--- config.mk ---
export PLATFORM = sky130hd
export DESIGN_NAME = vga_timing_gen
export DESIGN_NICKNAME = d
export VERILOG_FILES = /design/src/rtl/vga_timing_pkg.sv /design/src/rtl/vga_axis_counter.sv /design/src/rtl/vga_timing_gen.sv
export SDC_FILE = /design/constraint.sdc
export NUM_CORES = 1
export LEC_CHECK = 0
export ABC_AREA = 1
export CAP_MARGIN = 0
export CORE_MARGIN = 8
export CORE_UTILIZATION = 57
export DETAILED_ROUTE_END_ITERATION = 8
export PLACE_DENSITY = 0.89
export SYNTH_ARGS = -nofsm -noshare
export SYNTH_HDL_FRONTEND = slang
export SYNTH_SLANG_ARGS = --single-unit
--- constraint.sdc ---
create_clock -name clk_25MHz -period 3.8 [get_ports clk_25MHz]
set_clock_uncertainty 0.15 [all_clocks]
set_input_delay 0.38 -clock clk_25MHz [delete_from_list [all_inputs] [get_ports clk_25MHz]]
set_output_delay 0.38 -clock clk_25MHz [all_outputs]
set_load 0.05 [all_outputs]
--- src/rtl/vga_timing_pkg.sv ---
// Shared timing definitions for the VGA raster generator: per-axis timing sets
// for the standard modes and the total-period helper.
package vga_timing_pkg;

  typedef struct packed {
    int active;
    int fp;
    int sync;
    int bp;
    bit pol;
  } axis_timing_t;

  // 640x480@60 (25.175 MHz nominal, negative syncs)
  localparam axis_timing_t VGA640_H = '{active: 640, fp: 16, sync: 96,  bp: 48, pol: 1'b0};
  localparam axis_timing_t VGA640_V = '{active: 480, fp: 10, sync: 2,   bp: 33, pol: 1'b0};

  // 800x600@60 (40 MHz nominal, positive syncs)
  localparam axis_timing_t VGA800_H = '{active: 800, fp: 40, sync: 128, bp: 88, pol: 1'b1};
  localparam axis_timing_t VGA800_V = '{active: 600, fp: 1,  sync: 4,   bp: 23, pol: 1'b1};

  function automatic int calc_total(int active, int fp, int sync, int bp);
    return active + fp + sync + bp;
  endfunction

endpackage

--- src/rtl/vga_axis_counter.sv ---
// One raster axis: position counter with wrap, plus sync and active decoding
// taken from the next count so every registered output matches the count.
module vga_axis_counter
  import vga_timing_pkg::*;
#(
  parameter int CNT_W  = 11,
  parameter int ACTIVE = 640,
  parameter int FP     = 16,
  parameter int SYNC   = 96,
  parameter int BP     = 48,
  parameter bit POL    = 1'b0
) (
  input  logic             clk,
  input  logic             rst_n,
  input  logic             advance,
  input  logic             restart,
  output logic [CNT_W-1:0] count,
  output logic             sync,
  output logic             active_next,
  output logic             wrap
);

  localparam int TOTAL = calc_total(ACTIVE, FP, SYNC, BP);
  localparam logic [CNT_W-1:0] LAST       = CNT_W'(TOTAL - 1);
  localparam logic [CNT_W-1:0] ACT_END    = CNT_W'(ACTIVE);
  localparam logic [CNT_W-1:0] SYNC_START = CNT_W'(ACTIVE + FP);
  localparam logic [CNT_W-1:0] SYNC_END   = CNT_W'(ACTIVE + FP + SYNC);

  if (ACTIVE <= 0 || FP <= 0 || SYNC <= 0 || BP <= 0 ||
      longint'(TOTAL) > (longint'(1) << CNT_W)) begin : g_bad_params
    $error("vga_axis_counter: zero timing parameter or CNT_W too narrow for TOTAL");
  end

  logic [CNT_W-1:0] count_next;
  logic             sync_next;

  // NOTE: every always_comb output gets a default first so no path can infer a latch.
  always_comb begin
    count_next = count;
    if (restart) begin
      count_next = '0;
    end else if (advance) begin
      count_next = (count == LAST) ? '0 : count + 1'b1;
    end
  end

  assign wrap        = advance && !restart && (count == LAST);
  assign active_next = count_next < ACT_END;
  assign sync_next   = (count_next >= SYNC_START && count_next < SYNC_END) ? POL : ~POL;

  // NOTE: state is updated with <= so every flop samples pre-edge values of its neighbours.
  always_ff @(posedge clk or negedge rst_n) begin
    if (!rst_n) begin
      count <= '0;
      sync  <= ~POL;
    end else begin
      count <= count_next;
      sync  <= sync_next;
    end
  end

endmodule

--- src/rtl/vga_timing_gen.sv ---
// Full-raster VGA timing generator: horizontal and vertical axis counters with
// pixel-clock enable, synchronous restart, active-video flag and line/frame strobes.
module vga_timing_gen
  import vga_timing_pkg::*;
#(
  parameter int CNT_W    = 11,
  parameter int H_ACTIVE = VGA640_H.active,
  parameter int H_FP     = VGA640_H.fp,
  parameter int H_SYNC   = VGA640_H.sync,
  parameter int H_BP     = VGA640_H.bp,
  parameter int V_ACTIVE = VGA640_V.active,
  parameter int V_FP     = VGA640_V.fp,
  parameter int V_SYNC   = VGA640_V.sync,
  parameter int V_BP     = VGA640_V.bp,
  parameter bit H_POL    = VGA640_H.pol,
  parameter bit V_POL    = VGA640_V.pol
) (
  input  logic             clk_25MHz,
  input  logic             rst_n,
  input  logic             ce,
  input  logic             restart,
  output logic [CNT_W-1:0] h_count,
  output logic [CNT_W-1:0] v_count,
  output logic             hsync,
  output logic             vsync,
  output logic             video_on,
  output logic             line_end,
  output logic             frame_start
);

  localparam int H_TOTAL = calc_total(H_ACTIVE, H_FP, H_SYNC, H_BP);
  // line_end is registered, so it is raised while h_count sits one before the last pixel.
  localparam logic [CNT_W-1:0] H_PENULT = CNT_W'(H_TOTAL - 2);

  logic h_wrap, v_wrap;
  logic h_active_next, v_active_next;

  vga_axis_counter #(
    .CNT_W(CNT_W), .ACTIVE(H_ACTIVE), .FP(H_FP), .SYNC(H_SYNC), .BP(H_BP), .POL(H_POL)
  ) u_h_axis (
    .clk         (clk_25MHz),
    .rst_n       (rst_n),
    .advance     (ce),
    .restart     (restart),
    .count       (h_count),
    .sync        (hsync),
    .active_next (h_active_next),
    .wrap        (h_wrap)
  );

  vga_axis_counter #(
    .CNT_W(CNT_W), .ACTIVE(V_ACTIVE), .FP(V_FP), .SYNC(V_SYNC), .BP(V_BP), .POL(V_POL)
  ) u_v_axis (
    .clk         (clk_25MHz),
    .rst_n       (rst_n),
    .advance     (h_wrap),
    .restart     (restart),
    .count       (v_count),
    .sync        (vsync),
    .active_next (v_active_next),
    .wrap        (v_wrap)
  );

  // NOTE: only control flops are reset; there is no memory here that would need clearing.
  always_ff @(posedge clk_25MHz or negedge rst_n) begin
    if (!rst_n) begin
      video_on    <= 1'b1;
      line_end    <= 1'b0;
      frame_start <= 1'b0;
    end else begin
      video_on    <= h_active_next & v_active_next;
      line_end    <= ce & ~restart & (h_count == H_PENULT);
      frame_start <= restart | (h_wrap & v_wrap);
    end
  end

endmodule

## Word level (Yosys, flattened, before mapping)

Index checks and enable logic that the tools add are counted.

- Equality and inequality tests: 3
- Reductions and logical operators: 7
- $add $sub $neg: 2
- Bitwise logic cells: 6
- Mux-type cells: 8
- Magnitude comparators: 6

Operators by type and width:

| operator | count |
|---|---|
| $mux 11 | 6 |
| $eq 11x10->1 const B | 3 |
| $add 11x1->11 const B | 2 |
| $lt 11x10->1 const B | 2 |
| $lt 11x9->1 const B | 2 |
| $ge 11x10->1 const B | 1 |
| $ge 11x9->1 const B | 1 |
| $logic_and 1x1->1 | 6 |
| $and 1x1->1 | 4 |
| $mux 1 | 2 |
| $logic_not 1->1 | 1 |
| $not 1->1 | 1 |
| $or 1x1->1 | 1 |

- Bits in registers: 27
- Word-level logic and storage cells: 39
- Input bits: 4
- Output and inout port bits: 27

## Logic depth before layout (Yosys ltp)

Gate-level depths: netlist of the first run.

- Word-level depth: 8
- Gate-level depth with buffers: 12
- Depth with buffers taken out: 12

## By module

From an unflattened synthesis of the first run, not the netlist that was laid out.

- Cells, all modules: 249
- Area, all modules: 1754.2 um2

By module, submodules not included:

| module | instances | area an instance (um2) | sequential area each (um2) | cells an instance |
|---|---|---|---|---|
| vga_axis_counter at u_v_axis | 1 | 820.8 | 301.5 | 114 |
| vga_axis_counter at u_h_axis | 1 | 769.5 | 301.5 | 109 |
| vga_timing_gen | 1 | 163.9 | 76.3 | 26 |

## Worst setup path after synthesis of the first run

OpenSTA, ideal clock, no wires.

- Kind: reg-to-reg
- Start: reg u_v_axis.count[0]
- End: reg u_v_axis.sync
- Period minus slack after synthesis: 2.060 ns
- Path slack: 1.740 ns
- Library setup time: 0.077 ns
- Cell stages (with the launch flop): 13
- Data required time: 3.573 ns
- Path buffers: 0
- Arrival time: 1.833 ns
- Cell sequence: dfrtp_1 > ha_1 > inv_1 > nor2_1 > nand3_1 > nand2_1 > nand2_1 > nand2_1 > nand2_1 > nor2_1 > nand2_1 > nor2_1 > nand2_1

- Cells in the longest elaborated chain, start to end: 7
- Elaborated cells between the ends (all ways): 9
- Classes of those cells: add/sub: 1; order compare: 2; eq/ne: 1; mux: 4; reduce/logical: 1

Ends and longest elaborated chain:

| item | line | text |
|---|---|---|
| start: declaration | vga_axis_counter.sv:17 | `output logic [CNT_W-1:0] count,` |
| start signal: assignment | vga_axis_counter.sv:57 | `count <= count_next;` |
| $add 11x1->11 or $eq 11x10->1 (tied branches) | vga_axis_counter.sv:43 | `count_next = (count == LAST) ? '0 : count + 1'b1;` |
| $mux 11 | vga_axis_counter.sv:43 |  |
| $mux 11 * | vga_axis_counter.sv:42 | `end else if (advance) begin` |
| $mux 11 * | vga_axis_counter.sv:40 | `if (restart) begin` |
| $ge 11x9->1 or $lt 11x9->1 (tied branches) | vga_axis_counter.sv:49 | `assign sync_next = (count_next >= SYNC_START && count_next < SYNC_END) ? POL : ~POL;` |
| $logic_and 1x1->1 * | vga_axis_counter.sv:49 |  |
| $mux 1 * | vga_axis_counter.sv:49 |  |
| net u_v_axis.sync_next | vga_axis_counter.sv:35 | `logic sync_next;` |
| end signal: assignment | vga_axis_counter.sv:55 | `sync <= ~POL;` |
| end signal: assignment | vga_axis_counter.sv:58 | `sync <= sync_next;` |
| end: declaration | vga_axis_counter.sv:18 | `output logic sync,` |

Mark *: on every way through the listed nets, which the timed path passes. The rest lies on a longest branch.

## Worst setup path after layout of the first run

- Start: reg u_v_axis.count[0]
- End: out v_count[0]

RTL lines:

| item | line | text |
|---|---|---|
| end: declaration | vga_timing_gen.sv:23 | `output logic [CNT_W-1:0] v_count,` |

No word-level cell between the ends.

==> metrics.txt, run 1 <==
status=finished clean; area leader, netlist=dfrtp_1; die area=between 0.005 and 0.006 mm2; HPWL after detailed placement=about 3300 um; Max Freq=roughly 0.45 GHz; Worst Setup EP=v_count[0]; core area=0.003003 mm2; total negative slack=0 ns; Seq pwr share=0.629; sequential share of the synthesized area=0.3835; #FFs+latches synth=27; first-pass GRT wire length=a little over 7000 um; overall power=approximately 470 uW; Root Driver=clkbuf_4; Resized cells post-CTS=0; H-Tree Level Count=1; Crit Path Max Fanout=7; Final Max Slew Viols=0; CP Capture Type=primary output; Psw=122.5 uW; Fin. Hold Viols=0; Iter 0 DRT Violations=124; min Tclk post-route=2.227 ns; slowest CP cell=clkdlybuf4s50_1; Yosys warning total=0; startpoint types=flop; post-cts hold buffer count=0; PD cells=219.9 mW/mm2; Slew HR=0.6551; VDD IR max=0.1897 mV; Num CTS Buffers=3; Setup Buffers After CTS=0; CTS Sinks=27; worst-margin pin slew=around 0.52 ns; NumNets Final=between 200 and 300; Critical R2R Launch=u_h_axis.count[0]; Crit. Startpoint=u_v_axis.count[0]; clock power share=0.274; Initial Util=0.5900; Clock Path Buffers=2; crit path DAT=approximately 1.7 ns; critical path depth=1; Chip Width=between 70 and 80 um; CP max stage delay=between 0.8 and 0.9 ns; switching share of power=0.2614; row cnt=20; Residual DRC=0; RSZ-0062 raised after global routing=false; CP cell instances=clkdlybuf4s50_1; MaxCap Viol Count=0; syn avg cell area=7.115 um2; final setup violation count=0; drt pass-1 iters=4; routability cong.=~0.9; syn nets=between 200 and 300; DRT antenna net count=0; register clock-pin slew on the reported worst setup and hold paths=approximately 0.15 ns; Hold WC Path Type=primary input to asynchronous set/reset pin; combinational fraction of design power=0.098; initial antenna violation count=0; vias=1657; drt total wl=about 4200 um; Tcrit/Tclk final=0.5860; TritonCTS clock tree=built; WL per Instance=13.28 um; Placed Cells=between 300 and 400; top post-synthesis cells by area=dfrtp_1 34%, nand2_1 15%, inv_1 8.7%, nand3_1 7.3%, nor2_1 6.1%; diodes inserted=0; post-route non-filler standard cell count=roughly 320; top cell type's share of synthesized area=0.3390; total gr overflow=0; routed vias/inst=roughly 5.3; library cells used by synthesis=25; Leak=approximately 0.0011 uW; cell family with most CP delay=buffers and inverters; CP Class=flop to primary output; gr usage total=0.1710; Int Pwr=346.3 uW; worst reg2reg path endpoint=u_v_axis.sync; Die Y=around 72 um; mapped cell area=0.001772 mm2; CP Buf/Inv Count=1; r2r worst-path depth=10; clock latency at the later pin of the worst-skew pair=around 0.33 ns; WP data required=between 3 and 4 ns; # IOs=31; r2r setup slk=about 1.7 ns; port bufs=30; layout cells sized above 1=0.1170; Layout area overhead=20.34%; vias in the first global route=approximately 1600; Syn Inst Count=approximately 250; largest net degree at the start of global routing=28
==> kinds of logic after synthesis <==
group	after synthesis	share of synthesized area
AO/OA/AOI/OAI	9	0.03319
XOR/XNOR	6	0.02966
adder cells (fa/ha/maj)	4	0.02825
buffers and inverters	46	0.1116
flip-flops	27	0.3835
AND/OR/NAND/NOR	157	0.4138
==> per-stage QoR <==
step	util	worst slack, ns	cell area (um2)	hold slack (ns)
2_1_floorplan	-	1.740	1772	-0.06559
3_3_place_gp	0.7000	1.455	2102	0.4703
3_5_place_dp	0.7000	1.403	2102	0.4570
4_1_cts	0.7100	1.552	2132	0.2502
5_1_grt	0.7100	1.469	2132	0.2535
6_report	0.7100	1.573	2132	0.2490
==> synthesized netlist by cell type (all sizes together) <==
| cell | number |
|---|---|
| dfrtp | 24 |
| buf | 2 |
| nor3 | 3 |
| a31o | 1 |
| o31ai | 1 |
| a21oi | 1 |
| xnor2 | 1 |
| inv | 43 |
| nor2 | 37 |
| nand2 | 78 |
| ha | 4 |
| o21ai | 6 |
| dfstp | 3 |
| xor2 | 5 |
| bufinv | 1 |
| nand4 | 10 |
| nand3 | 29 |
==> sequential cells by signal (all words and copies together) (netlist names) <==
| register | count |
|---|---|
| u_v_axis.sync | 1 |
| line_end | 1 |
| u_h_axis.sync | 1 |
| frame_start | 1 |
| u_v_axis.count | 11 |
| video_on | 1 |
| u_h_axis.count | 11 |
==> worst min-delay path by stage <==
stage	end	slack [ns]	cells past startpoint
finish	u_h_axis.count[10]	0.25	2
detailed placement	u_h_axis.count[3]	0.46	2
global route	u_h_axis.count[7]	0.25	2
floorplan	frame_start	-0.07	0
global placement	u_h_axis.count[3]	0.47	2
CTS	u_h_axis.count[10]	0.25	2
==> power by group through the flow <==
stage	clock network [uW]	logic (uW)	registers, uW
final	128	45.9	295
after CTS	132	46.5	295
after detailed placement	0	46.5	300
after global placement	0	45.3	300
after floorplan	0	17.0	309
after global routing	142	50.3	295
==> cell type report <==
type                            instances  area (um2)
Clock buffer                            3       22.52
Clock inverter                          1       7.507
Fill cell                             247       870.8
Inverter                               44       178.9
Multi-Input combinational cell        176       894.6
Sequential cell                        27       679.4
Tap cell                               33       41.29
Timing Repair Buffer                   31       307.8
==> layout by cell type, fill, tap and decap left out, drive strengths merged, types with 3 or more instances in the layout <==
cell type,count
ha,4
nand2,78
nand3,29
nor3,3
clkdlybuf4s50,30
nor2,37
dfstp,3
clkbuf,3
nand4,10
dfrtp,24
xor2,5
o21ai,6
inv,43
==> layer usage <==
metal / up-vias / part of all wire / global-route usage
met5: - / 0 / 0
met4: 0 / 0.015 / 0.07029
met3: 8 / 0.055 / 0.03208
met2: 51 / 0.49 / 0.2905
met1: 764 / 0.44 / 0.2059
li1: 834 / - / -
No activity file was read; power rests on OpenSTA's default activity.
==> run 2, diff against run 1 <==
- CORE_UTILIZATION: 57 -> 47
- PLACE_DENSITY: 0.89 -> 0.79
- clock period: 3.8 -> 2 ns (I/O delays scaled with it)
==> metrics.txt, run 2 (synthesis results as in run 1) <==
core area=0.003633 mm2 (+21%); gr usage total=0.1402 (-0.03080); Leak=0.001191 uW (+7.6%); CP Capture Type=primary output; CP Buf/Inv Count=2 (+1); HPWL after detailed placement=3167 um (-3.6%); DRT antenna net count=0 (unchanged); Die Y=77.40 um (+7.9%); WP data required=1.65 ns (-1.62 ns); Hold WC Path Type=primary input to asynchronous set/reset pin; Max Freq=between 0.5 and 0.6 GHz; Multi-input gate area=917.1 um2 (+2.5%); Clock Path Buffers=2 (unchanged); # fillers=329 (+33%); Chip Width=77.40 um (+7.9%); post-cts hold buffer count=0 (unchanged); largest net degree at the start of global routing=28 (unchanged); Util after Layout=0.6278 (-0.08225); row cnt=22 (+10%); total gr overflow=0 (unchanged); vias in the first global route=1615 (+0.12%); overall power=965.0 uW (+110%); status=finished clean; Residual DRC=0 (unchanged); worst-margin pin slew=0.5197 ns (+0.003915 ns); drt pass-1 iters=4 (unchanged); drt total wl=4248 um (+1.6%); MaxCap Viol Count=0 (unchanged); Final Max Slew Viols=0 (unchanged); diodes inserted=0 (unchanged); cell family with most CP delay=buffers and inverters; Fin. Hold Viols=0 (unchanged); clock latency at the later pin of the worst-skew pair=0.27 ns (-0.06 ns); Layout area overhead=28.74%; die area=0.005990 mm2 (+16%); min Tclk post-route=1.949 ns; routability cong.=0.9271 (+3.8%); H-Tree Level Count=1 (unchanged); commonest cells after routing, fill and taps aside=71 x nand2_1, 41 x inv_1, 27 x nor2_1; Tcrit/Tclk final=0.9746; CTS Sinks=27 (unchanged); post-route non-filler standard cell count=343 (+8.9%); Root Driver=clkbuf_8; worst reg2reg path endpoint=video_on; register clock-pin slew on the reported worst setup and hold paths=0.09 ns (-0.06 ns); PD cells=423.1 mW/mm2 (+92%); port bufs=30 (unchanged); TritonCTS clock tree=built; Num CTS Buffers=3 (unchanged); CP max stage delay=0.79 ns (-0.06 ns); r2r setup slk=0.12 ns (-1.61 ns); WL per Instance=12.38 um (-6.7%); NumNets Final=304 (+4.5%); VDD IR max=0.2913 mV (+54%); Placed Cells=336 (+8.0%); Slew HR=0.6525 (-0.002619); initial antenna violation count=0 (unchanged); startpoint types=flop; CP Class=flop to primary output; Top Registers=u_h_axis.count x11, u_v_axis.count x11; routed vias/inst=4.974 (-5.4%); vias=1706 (+3.0%); # IOs=31 (unchanged); layout cells sized above 1=0.2068 (+0.08976); Initial Util=0.4876 (-0.1024); final setup violation count=0 (unchanged); Critical R2R Launch=u_h_axis.count[1]; slowest CP cell=clkdlybuf4s50_1; Register Area=685.7 um2 (+0.92%); commonest non-fill, non-tap cell in the layout=nand2_1; CP cell instances=buf_4, clkdlybuf4s50_1; r2r worst-path depth=11 (+1); Crit Path Max Fanout=4 (-3); Iter 0 DRT Violations=100 (-19%); crit path DAT=1.60 ns (-0.10 ns); first-pass GRT wire length=7176 um (+0.20%)
[run 2: cell types whose count changed in the layout (fill, tap and decap cells not counted), moves of 3 or more]
cell and change:
buf_4 +18, clkdlybuf4s50_1 -7, dfrtp_1 -5, dfrtp_2 +5, clkbuf_4 -3, clkbuf_8 +3
nor2_2 +3
[run 2: how the worst max path moves through the flow]
stage / from / end / cells past startpoint
after global placement: ce / u_v_axis.sync / 10
final: u_h_axis.count[1] / h_count[1] / 2
after floorplan: u_h_axis.count[8] / u_v_axis.sync / 10
after detailed placement: ce / u_v_axis.sync / 10
after global routing: u_h_axis.count[1] / u_v_axis.sync / 10
after CTS: u_v_axis.count[7] / v_count[7] / 1
[run 2: layout make-up]
cell class | count | area share
inverter | 44 | 0.07844
tap | 48 | 0.02633
timing repair buffer | 43 | 0.1722
multi-input combinational | 177 | 0.4021
sequential | 27 | 0.3006
clock buffer | 3 | 0.01810
clock inverter | 1 | 0.002194
[run 2: repair_timing]
item,in CTS,in global routing
hold endpoints to repair,0,0
resized for setup,1,4
buffers inserted,0,2
gates cloned,0,1
pin swaps,0,2
setup endpoints to repair,1,3
[run 2: stage by stage]
step / cell area [um2] / hold slack (ns) / setup WS [ns] / TNS (ns)
final: 2281 / 0.1435 / 0.05089 / 0
after CTS: 2238 / 0.1568 / 0.05656 / 0
after global routing: 2281 / 0.1620 / -0.01767 / -0.02518
after floorplan: 1777 / -0.2456 / 0.1040 / 0
after global placement: 2183 / 0.4475 / -0.03963 / -0.05045
after detailed placement: 2183 / 0.4547 / -0.1143 / -0.1725
[run 2: where the power goes]
| group | internal, uW | switching, uW | leakage (uW) |
|---|---|---|---|
| sequential | 552 | 4.61 | 0.000356 |
| clock | 140 | 165 | 0.0000255 |
| combinational | 39.1 | 64.9 | 0.000809 |
[run 2: worst reg2reg max path, cell delays in order, from the launching register on]
cell	delay, ns
dfrtp_2	0.40
ha_2	0.20
inv_1	0.08
nor2_4	0.15
nand3_2	0.15
nor2_4	0.20
nand2_1	0.08
nand2_1	0.08
nor2_1	0.05
nand2_1	0.12
nand2_1	0.07
nor2_1	0.09
[run 2: routing by layer]
layer  vias to the layer above  GRT usage  routed length [um]
met3                        10    0.03226                 242
li1                        864          -                   -
met4                         0    0.05283                  94
met5                         -          0                   0
met2                        46     0.2308                1973
met1                       786     0.1744                1937
==> run 3, diff against run 2 <==
- CORE_UTILIZATION: 47 -> 53
- PLACE_DENSITY: 0.79 -> 0.84
- clock period: 2 -> 1.9 ns (I/O delays scaled with it)
==> metrics.txt, run 3 (synthesis results as in run 1) <==
status=finished clean; # IOs=31 (unchanged); layout cells sized above 1=0.3089 (+0.1021); register clock-pin slew on the reported worst setup and hold paths=0.15 ns (+0.06 ns); vias=1816 (+6.4%); min Tclk post-route=roughly 1.8 ns; drt total wl=4567 um (+7.5%); Multi-input gate area=945.9 um2 (+3.1%); gr usage total=0.1660 (+0.02572); largest net degree at the start of global routing=28 (unchanged); # fillers=277 (-16%); worst-margin pin slew=0.5017 ns (-0.01794 ns); worst reg2reg path endpoint=video_on; Psw=235.8 uW (+0.47%); post-route non-filler standard cell count=360 (+5.0%); routed vias/inst=5.044 (+1.4%); TritonCTS clock tree=built; final setup violation count=0 (unchanged); total gr overflow=0 (unchanged); H-Tree Level Count=1 (unchanged); CP Buf/Inv Count=2 (unchanged); HPWL after detailed placement=3358 um (+6.0%); Slew HR=0.6650 (+0.01250); die area=0.005449 mm2 (-9.0%); Top Registers=u_h_axis.count x11, u_v_axis.count x11; DRT antenna net count=0 (unchanged); Iter 0 DRT Violations=175 (+75%); routability cong.=0.8924 (-3.7%); Chip Width=73.82 um (-4.6%); diodes inserted=0 (unchanged); initial antenna violation count=0 (unchanged); core area=0.003284 mm2 (-9.6%); combinational fraction of design power=0.120 (+0.012); MaxCap Viol Count=0 (unchanged); Critical R2R Launch=u_h_axis.count[0]; Int Pwr=706.6 uW (-3.2%); row cnt=21 (-4.5%); Seq pwr share=0.623 (+0.047); Fin. Hold Viols=0 (unchanged); Register Area=685.7 um2 (unchanged); PD cells=393.5 mW/mm2 (-7.0%); Clock Path Buffers=2 (unchanged); post-cts hold buffer count=0 (unchanged); Tcrit/Tclk final=0.9661; total negative slack=0 ns (unchanged); Placed Cells=345 (+2.7%); CP cell instances=ha_4, inv_1, nor2_4, nand3_2, nor2_4, buf_12, nand2_1, nand2_1, nor2_1, nand2_1, nand2_1, nor2_1; r2r worst-path depth=12 (+1); Final Max Slew Viols=0 (unchanged); NumNets Final=323 (+6.3%); switching share of power=0.2503 (+0.007007); vias in the first global route=1722 (+6.6%); port bufs=30 (unchanged); clock power share=0.257 (-0.059); Residual DRC=0 (unchanged); Max Freq=about 0.54 GHz; crit path DAT=1.94 ns (+0.34 ns); CP dominant cell by count=nand2_1; VDD IR max=0.2613 mV (-10%); cell family with most CP delay=simple AND/OR/NAND/NOR gates; CTS Sinks=27 (unchanged); Num CTS Buffers=3 (unchanged); Worst Setup EP=video_on; startpoint types=flop; commonest cells after routing, fill and taps aside=70 x nand2_1, 54 x buf_4, 40 x inv_1; drt pass-1 iters=4 (unchanged); critical path depth=12 (+10); Die Y=73.82 um (-4.6%); WP data required=2.00 ns (+0.35 ns); WL per Instance=12.69 um (+2.4%); Initial Util=0.5394 (+0.05183); first-pass GRT wire length=7293 um (+1.6%); CP Class=flop to flop; Hold WC Path Type=primary input to asynchronous set/reset pin; commonest non-fill, non-tap cell in the layout=nand2_1; Crit Path Max Fanout=5 (+1); clock latency at the later pin of the worst-skew pair=0.32 ns (+0.05 ns); Hold WS=0.06861 ns (-0.07493 ns); Root Driver=clkbuf_4; RSZ-0062 raised after global routing=true; Layout area overhead=35.17%; slowest CP cell=dfrtp_2; r2r setup slk=0.06 ns (-0.06 ns); Leak=0.001368 uW (+15%); Crit. Startpoint=u_h_axis.count[0]; CP Capture Type=flop; CP max stage delay=0.42 ns (-0.37 ns)
[run 3: metrics by stage]
| stage | util | total power (uW) | instance area (um2) | setup WS (ns) |
|---|---|---|---|---|
| floorplan | - | 653.0 | 1777 | 0.004045 |
| global placement | 0.6770 | 704.9 | 2223 | -0.08980 |
| detailed placement | 0.6770 | 707.3 | 2223 | -0.1315 |
| CTS | 0.6876 | 944.2 | 2258 | 0.02685 |
| global route | 0.7291 | 976.9 | 2395 | -0.04445 |
| finish | 0.7291 | 942.4 | 2395 | 0.06433 |
[run 3: worst min path at each step]
stage | startpoint | endpoint | slack [ns] | cells after the start
after floorplan | rst_n | frame_start | -0.26 | 0
after global placement | rst_n | u_h_axis.count[3] | 0.44 | 2
after detailed placement | rst_n | u_h_axis.count[3] | 0.44 | 2
after CTS | rst_n | u_h_axis.count[3] | 0.09 | 2
after global routing | rst_n | u_h_axis.count[5] | 0.09 | 2
final | rst_n | u_h_axis.count[3] | 0.07 | 2
[run 3: timing repair]
action / 4_1_cts / 5_1_grt
pin swaps: 0 / 5
cloned: 0 / 1
resized for setup: 1 / 13
endpoints found under the hold margin: 0 / 0
setup endpoints to repair: 1 / 5
buffers inserted: 0 / 10
[run 3: final cells by class]
| type | count | area share |
|---|---|---|
| multi-input combinational | 177 | 0.3950 |
| sequential | 27 | 0.2863 |
| tap | 46 | 0.02403 |
| inverter | 44 | 0.07471 |
| clock buffer | 4 | 0.01097 |
| timing repair buffer | 62 | 0.2090 |
[run 3: metal layers]
layer,share of wire,GRT usage,up-vias
met4,0.019,0.05100,0
met3,0.054,0.02865,12
met2,0.49,0.2943,55
met5,0,0,-
li1,-,-,910
met1,0.44,0.1961,839
[run 3: power groups by stage]
stage | combinational (uW) | clock [uW] | sequential, uW
after floorplan | 33.9 | 0 | 619
after global placement | 110 | 0 | 595
after detailed placement | 112 | 0 | 596
after CTS | 113 | 246 | 585
after global routing | 123 | 266 | 588
final | 113 | 242 | 587
